==> src/rtl/pipe_pkg.sv <==
// Shared pipeline-stage types: bubble encoding, entry layout, control states.
// Imported by every stage register instance and by the hazard unit.
package pipe_pkg;

  localparam int DEF_SIG_W  = 9;
  localparam int DEF_DATA_W = 64;

  // Control field value of a bubble, replicated to the field width
  localparam bit SIG_BUBBLE = 1'b0;

  typedef struct packed {
    logic                  valid;
    logic [DEF_SIG_W-1:0]  sig;
    logic [DEF_DATA_W-1:0] data;
  } pipe_entry_t;

  typedef enum logic [1:0] {
    ST_EMPTY = 2'd0,
    ST_ONE   = 2'd1,
    ST_TWO   = 2'd2
  } pipe_st_e;

  function automatic logic is_bubble(input logic valid);
    return !valid;
  endfunction

endpackage

==> src/rtl/pipe_stage_reg_if.sv <==
// Valid/ready handshake bundle between adjacent pipeline stages.
// The producer side uses master, the consumer side uses slave.
interface pipe_stage_reg_if #(
  parameter int SIG_W  = 9,
  parameter int DATA_W = 64
);

  logic              valid;
  logic              ready;
  logic [SIG_W-1:0]  sig;
  logic [DATA_W-1:0] data;

  modport master (
    output valid,
    output sig,
    output data,
    input  ready
  );

  modport slave (
    input  valid,
    input  sig,
    input  data,
    output ready
  );

endinterface

==> src/rtl/pipe_stage_slot.sv <==
// One pipeline entry register (valid/sig/data) with load, hold and clear.
// A non-valid load or a clear zeroes the control field and keeps the data.
module pipe_stage_slot
  import pipe_pkg::*;
#(
  parameter int SIG_W  = 9,
  parameter int DATA_W = 64
) (
  input  logic              clk,
  input  logic              rst,
  input  logic              load_i,
  input  logic              clear_i,
  input  logic              valid_i,
  input  logic [SIG_W-1:0]  sig_i,
  input  logic [DATA_W-1:0] data_i,
  output logic              valid_o,
  output logic [SIG_W-1:0]  sig_o,
  output logic [DATA_W-1:0] data_o
);

  logic              valid_q, valid_d;
  logic [SIG_W-1:0]  sig_q, sig_d;
  logic [DATA_W-1:0] data_q, data_d;

  always_comb begin
    valid_d = valid_q;
    sig_d   = sig_q;
    data_d  = data_q;
    if (clear_i) begin
      valid_d = 1'b0;
      sig_d   = {SIG_W{SIG_BUBBLE}};
    end else if (load_i) begin
      valid_d = valid_i;
      sig_d   = valid_i ? sig_i : {SIG_W{SIG_BUBBLE}};
      if (valid_i) data_d = data_i;
    end
  end

  always_ff @(posedge clk or posedge rst) begin
    if (rst) begin
      valid_q <= 1'b0;
      sig_q   <= '0;
      data_q  <= '0;
    end else begin
      valid_q <= valid_d;
      sig_q   <= sig_d;
      data_q  <= data_d;
    end
  end

  assign valid_o = valid_q;
  assign sig_o   = sig_q;
  assign data_o  = data_q;

endmodule

==> src/rtl/pipe_stage_reg.sv <==
// Generic pipeline stage register with handshake, flush, bubble, stall count.
// Define PIPE_SKID_EN for a second skid entry and a registered in_ready.
module pipe_stage_reg
  import pipe_pkg::*;
#(
  parameter int SIG_W  = 9,
  parameter int DATA_W = 64,
  parameter int CNT_W  = 16
) (
  input  logic             clk,
  input  logic             rst,
  input  logic             flush,
  pipe_stage_reg_if.slave  up,
  pipe_stage_reg_if.master dn,
  output logic [CNT_W-1:0] stall_cnt
);

  localparam logic [CNT_W-1:0] CNT_MAX = '1;

  logic              main_v;
  logic [SIG_W-1:0]  main_sig;
  logic [DATA_W-1:0] main_data;
  logic              main_load;
  logic              main_vin;
  logic [SIG_W-1:0]  main_sin;
  logic [DATA_W-1:0] main_din;

`ifdef PIPE_SKID_EN
  pipe_st_e          st_q, st_d;
  logic              rdy_q;
  logic              from_skid;
  logic              skid_v;
  logic [SIG_W-1:0]  skid_sig;
  logic [DATA_W-1:0] skid_data;
  logic              skid_load;
  logic              skid_clear;

  always_comb begin
    st_d = st_q;
    unique case (st_q)
      ST_EMPTY: if (up.valid) st_d = ST_ONE;
      ST_ONE: begin
        if (up.valid && !dn.ready)      st_d = ST_TWO;
        else if (!up.valid && dn.ready) st_d = ST_EMPTY;
      end
      ST_TWO: if (dn.ready) st_d = ST_ONE;
      default: st_d = ST_EMPTY;
    endcase
    if (flush) st_d = ST_EMPTY;
  end

  // in_ready comes from state only, cutting the out_ready -> in_ready path
  always_ff @(posedge clk or posedge rst) begin
    if (rst) begin
      st_q  <= ST_EMPTY;
      rdy_q <= 1'b1;
    end else begin
      st_q  <= st_d;
      rdy_q <= (st_d != ST_TWO);
    end
  end

  assign up.ready   = rdy_q | flush;
  assign from_skid  = (st_q == ST_TWO);
  assign main_load  = !flush &&
                      (from_skid ? dn.ready
                                 : (st_q == ST_EMPTY || dn.ready));
  assign main_vin   = from_skid ? 1'b1 : up.valid;
  assign main_sin   = from_skid ? skid_sig : up.sig;
  assign main_din   = from_skid ? skid_data : up.data;
  assign skid_load  = !flush && st_q == ST_ONE && !dn.ready && up.valid;
  assign skid_clear = flush || (from_skid && dn.ready);

  pipe_stage_slot #(
    .SIG_W  (SIG_W),
    .DATA_W (DATA_W)
  ) u_skid (
    .clk     (clk),
    .rst     (rst),
    .load_i  (skid_load),
    .clear_i (skid_clear),
    .valid_i (1'b1),
    .sig_i   (up.sig),
    .data_i  (up.data),
    .valid_o (skid_v),
    .sig_o   (skid_sig),
    .data_o  (skid_data)
  );

  a_skid_state: assert property (@(posedge clk) disable iff (rst)
    (st_q == ST_TWO) == skid_v);
`else
  assign up.ready  = flush | !main_v | dn.ready;
  assign main_load = !flush && (!main_v || dn.ready);
  assign main_vin  = up.valid;
  assign main_sin  = up.sig;
  assign main_din  = up.data;
`endif

  pipe_stage_slot #(
    .SIG_W  (SIG_W),
    .DATA_W (DATA_W)
  ) u_main (
    .clk     (clk),
    .rst     (rst),
    .load_i  (main_load),
    .clear_i (flush),
    .valid_i (main_vin),
    .sig_i   (main_sin),
    .data_i  (main_din),
    .valid_o (main_v),
    .sig_o   (main_sig),
    .data_o  (main_data)
  );

  assign dn.valid = main_v;
  assign dn.sig   = main_sig;
  assign dn.data  = main_data;

  logic [CNT_W-1:0] cnt_q, cnt_d;

  always_comb begin
    cnt_d = cnt_q;
    if (main_v && !dn.ready && cnt_q != CNT_MAX)
      cnt_d = cnt_q + CNT_W'(1);
  end

  always_ff @(posedge clk or posedge rst) begin
    if (rst) cnt_q <= '0;
    else     cnt_q <= cnt_d;
  end

  assign stall_cnt = cnt_q;

  a_bubble_sig: assert property (@(posedge clk) disable iff (rst)
    is_bubble(dn.valid) |-> dn.sig == '0);

endmodule

==> src/flat_wrapper.sv <==
// flat-port wrapper written by rule: the top's interface ports become plain ports
module pipe_stage_reg_flat import pipe_pkg::*;
#(
  parameter int SIG_W  = 9,
  parameter int DATA_W = 64,
  parameter int CNT_W  = 16
)
  (clk, rst, flush, stall_cnt, up_valid, up_sig, up_data, up_ready, dn_valid, dn_sig, dn_data, dn_ready);
  pipe_stage_reg_if #(.SIG_W(SIG_W), .DATA_W(DATA_W)) up_i ();
  pipe_stage_reg_if #(.SIG_W(SIG_W), .DATA_W(DATA_W)) dn_i ();
  input  logic clk;
  input  logic rst;
  input  logic flush;
  output logic [CNT_W-1:0] stall_cnt;
  input wire logic [$bits(up_i.valid)-1:0] up_valid;
  input wire logic [$bits(up_i.sig)-1:0] up_sig;
  input wire logic [$bits(up_i.data)-1:0] up_data;
  output wire logic [$bits(up_i.ready)-1:0] up_ready;
  output wire logic [$bits(dn_i.valid)-1:0] dn_valid;
  output wire logic [$bits(dn_i.sig)-1:0] dn_sig;
  output wire logic [$bits(dn_i.data)-1:0] dn_data;
  input wire logic [$bits(dn_i.ready)-1:0] dn_ready;
  assign up_i.valid = up_valid;
  assign up_i.sig = up_sig;
  assign up_i.data = up_data;
  assign up_ready = up_i.ready;
  assign dn_valid = dn_i.valid;
  assign dn_sig = dn_i.sig;
  assign dn_data = dn_i.data;
  assign dn_i.ready = dn_ready;
  pipe_stage_reg #(.SIG_W(SIG_W), .DATA_W(DATA_W), .CNT_W(CNT_W)) u_core (.clk(clk), .rst(rst), .flush(flush), .up(up_i), .dn(dn_i), .stall_cnt(stall_cnt));
endmodule
==> config.mk <==
export PLATFORM = sky130hd
export DESIGN_NAME = pipe_stage_reg_flat
export DESIGN_NICKNAME = d
export VERILOG_FILES = /design/src/rtl/pipe_pkg.sv /design/src/rtl/pipe_stage_reg_if.sv /design/src/rtl/pipe_stage_slot.sv /design/src/rtl/pipe_stage_reg.sv /design/src/flat_wrapper.sv
export SDC_FILE = /design/constraint.sdc
export NUM_CORES = 1
export LEC_CHECK = 0
export ABC_CLOCK_PERIOD_IN_PS = 2700
export BUFFER_PORTS_ARGS = -buffer_cell sky130_fd_sc_hd__buf_2
export CORE_MARGIN = 2
export CORE_UTILIZATION = 42
export DETAILED_ROUTE_END_ITERATION = 10
export PLACE_DENSITY = 0.81
export SLEW_MARGIN = 30
export SYNTH_ARGS = -nofsm -noshare
export SYNTH_HDL_FRONTEND = slang
export SYNTH_SLANG_ARGS = --single-unit
==> constraint.sdc <==
create_clock -name clk -period 2.7 [get_ports clk]
set_clock_uncertainty 0.1 [all_clocks]
set_input_delay 0.27 -clock clk [delete_from_list [all_inputs] [get_ports clk]]
set_output_delay 0.27 -clock clk [all_outputs]
set_load 0.005 [all_outputs]
==> run metrics <==
Worst-Margin Slew around 0.70 ns; Worst Hold Path EP u_core.u_main.sig_o[7]; Num CTS Buffers 9; RR Endpoint u_core.u_main.data_o[35]; sequential fraction of the synthesis area a little under two thirds; final hold violations 0; Final Util approximately 57%; first-pass GRT wire length ~12000 um; Met2 Routed Length between 3000 and 4000 um; CTS tree built; PD cells between 600 and 700 nW/um2; clock latency at the later pin of the worst-skew pair ~0.34 ns; max cap viols 0; Leak about 2.4 nW; Fmax 482 MHz; worst reg-to-reg path cell count 4; RR Startpoint u_core.u_main.valid_o; Hold Path Class in -> reg; worst-path cell chain dlygate4sd3_1 > buf_2 > nor2_1 > inv_1 > buf_2; routed via count around 2600; Pre-Repair DR Iteration Count 4; slowest library cell on the worst path nor2_1; routability cong. 0.880; CTS max path bufs 2; YS warnings 0; flops & latches, synth 90; initial core utilization between 40% and 50%; DRC viols 0; WL final 7800 um; CP endpoint kind output port; Hold Startpoint up_sig[7]; cells after synthesis approximately 240; # H-tree levels 3; max-slew violations 0; post-layout min period slightly above 2 ns; post-CTS setup buffers 0; RSZ-0062 raised after global routing false; R2R setup slack between 0.7 and 0.8 ns; chip height approximately 96 um; Mapped Area around 3500 um2; HPWL after DPL between 5000 and 6000 um; GR Util All Layers 16.7%; largest net degree at the start of global routing a little over 90; nets@finish approximately 490; area delta synth->final 32.7%; asr flop ratio synth 100%; area leader, netlist dfrtp_1; Area after DPL ~4500 um2; Hold WS 0.0455 ns; ANT nets after route 0; Post-synth EDFFs 0; Setup violations, final 0; mean routed wirelength per cell roughly 15 um; Rel. slew slack between 50% and 60%; Clock Sink Count 90; Commonest cells post-synth dfrtp_1 (90), mux2_2 (64), a22o_1 (9); most instantiated library cell after synthesis dfrtp_1; Overall Power between 3 and 4 mW; top post-synthesis cells by area dfrtp_1 (63%), mux2_2 (20%), a22o_1 (2.2%); routed vias/inst between 4 and 5; WHS Path Cells 2; wl on met1 approximately 3200 um; fill count ~700; vias in the first global route between 2000 and 3000; Yosys top cell area share 63.5%; CP Max Fanout 10; count of input and output buffers between 150 and 200; initial antenna violation count 0; crit path DAT 1.71 ns; grt total ovfl 0; Synth Area per Inst 15.0 um2; syn_nets 316; TNS Setup 0 ns; Clock Root Buffer clkbuf_8; Setup CP Type in -> out; worst endpoint required time approximately 2.3 ns; Die ar. 9200 um2; Die X between 90 and 100 um; Startpoint Class primary input; uppermost layer routed met4; # IOs approximately 170; total core area 8220 um2; peak supply drop 436 uV; Yosys cell types 29; status finished, final reports clean; row cnt 33; Post-synth top flop dfrtp_1; Met3 Wirelength between 500 and 600 um; CP most frequent cell buf_2; CTS clk-pin slew, worst paths ~0.080 ns; layout cells sized above 1 just over 60%; DR iter-0 viols 48; CP peak stage delay ~0.55 ns; ant diodes 0; fin area 4710 um2; Final Cycle Share approximately three quarters
stage by stage:
step | worst slack, ns | std cells
2_1_floorplan | 0.993 | 237
6_report | 0.625 | 523
3_3_place_gp | 0.806 | 505
4_1_cts | 0.636 | 523
5_1_grt | 0.564 | 523
3_5_place_dp | 0.753 | 505
worst max-delay path, delay by kind of cell:
family | cells | cell delay, ns
buf+inv | 4 | 0.89
simple gates | 1 | 0.55
cells by family (layout without fill, tap and decap cells):
logic type	count (synthesis)	count (layout)	synth area share, %
adder cells (fa/ha/maj)	1	1	0.353
buffers and inverters	12	193	1.97
XOR/XNOR	12	12	2.96
flip-flops	90	90	63.5
multiplexers	65	65	20.7
AND/OR/NAND/NOR	45	45	7.79
AO/OA/AOI/OAI	12	12	2.72
cell type report:
class / count / area, um2 / area share, %
clock buffers: 10 / 138 / 2.92
repair buffers: 173 / 896 / 19.0
multi-input cells: 135 / 1230 / 26.2
clock inverters: 6 / 40.0 / 0.851
well taps: 105 / 131 / 2.79
flip-flops and latches: 90 / 2250 / 47.8
inverters: 4 / 18.8 / 0.399
how the worst max path moves through the flow:
stage                                to                  start  slack, ns
3_3_place_gp   u_core.u_main.data_o[19]  u_core.u_main.valid_o       0.81
5_1_grt                        up_ready                  flush       0.56
4_1_cts                        up_ready                  flush       0.64
2_1_floorplan       u_core.stall_cnt[1]    u_core.stall_cnt[0]       0.99
3_5_place_dp   u_core.u_main.data_o[17]  u_core.u_main.valid_o       0.75
6_report                       up_ready                  flush       0.62
layout by cell type, fill, tap and decap left out, types with 2 or more instances in the layout:
| master | count |
|---|---|
| a21oi_1 | 2 |
| a22o_1 | 9 |
| and4_1 | 2 |
| buf_2 | 168 |
| buf_4 | 2 |
| clkbuf_8 | 10 |
| clkinv_2 | 3 |
| clkinvlp_4 | 2 |
| dfrtp_1 | 90 |
| dlygate4sd3_1 | 2 |
| inv_1 | 3 |
| inv_6 | 2 |
| mux2_2 | 64 |
| nand2_1 | 6 |
| nand3_1 | 4 |
| nand3b_1 | 2 |
| nand4_1 | 6 |
| nor2_1 | 8 |
| nor3_1 | 3 |
| nor3b_1 | 2 |
| nor4_1 | 3 |
| xnor2_1 | 4 |
| xor2_1 | 8 |
where the power goes:
part	leakage, nW	switching (mW)	total (mW)	internal (mW)
Combinational	1.18	0.250	0.610	0.360
Sequential	1.10	0.143	1.70	1.55
Clock	0.0928	0.471	0.833	0.362
state kept, by name, indices dropped and copies added, names as in the netlist:
signal	cells
u_core.u_main.valid_o	1
u_core.u_main.sig_o	9
u_core.stall_cnt	16
u_core.u_main.data_o	64
what timing repair did:
action,4_1_cts,5_1_grt
endpoints found under the hold margin,91,0
hold buffers,2,0
resized for setup,0,0
layer usage:
| layer | global-route usage [%] | vias up |
|---|---|---|
| li1 | - | 1199 |
| met1 | 20.9 | 1276 |
| met2 | 28.5 | 111 |
| met3 | 4.31 | 9 |
| met4 | 5.12 | 0 |
| met5 | 0 | - |
Power figures use the tool's default switching activity.
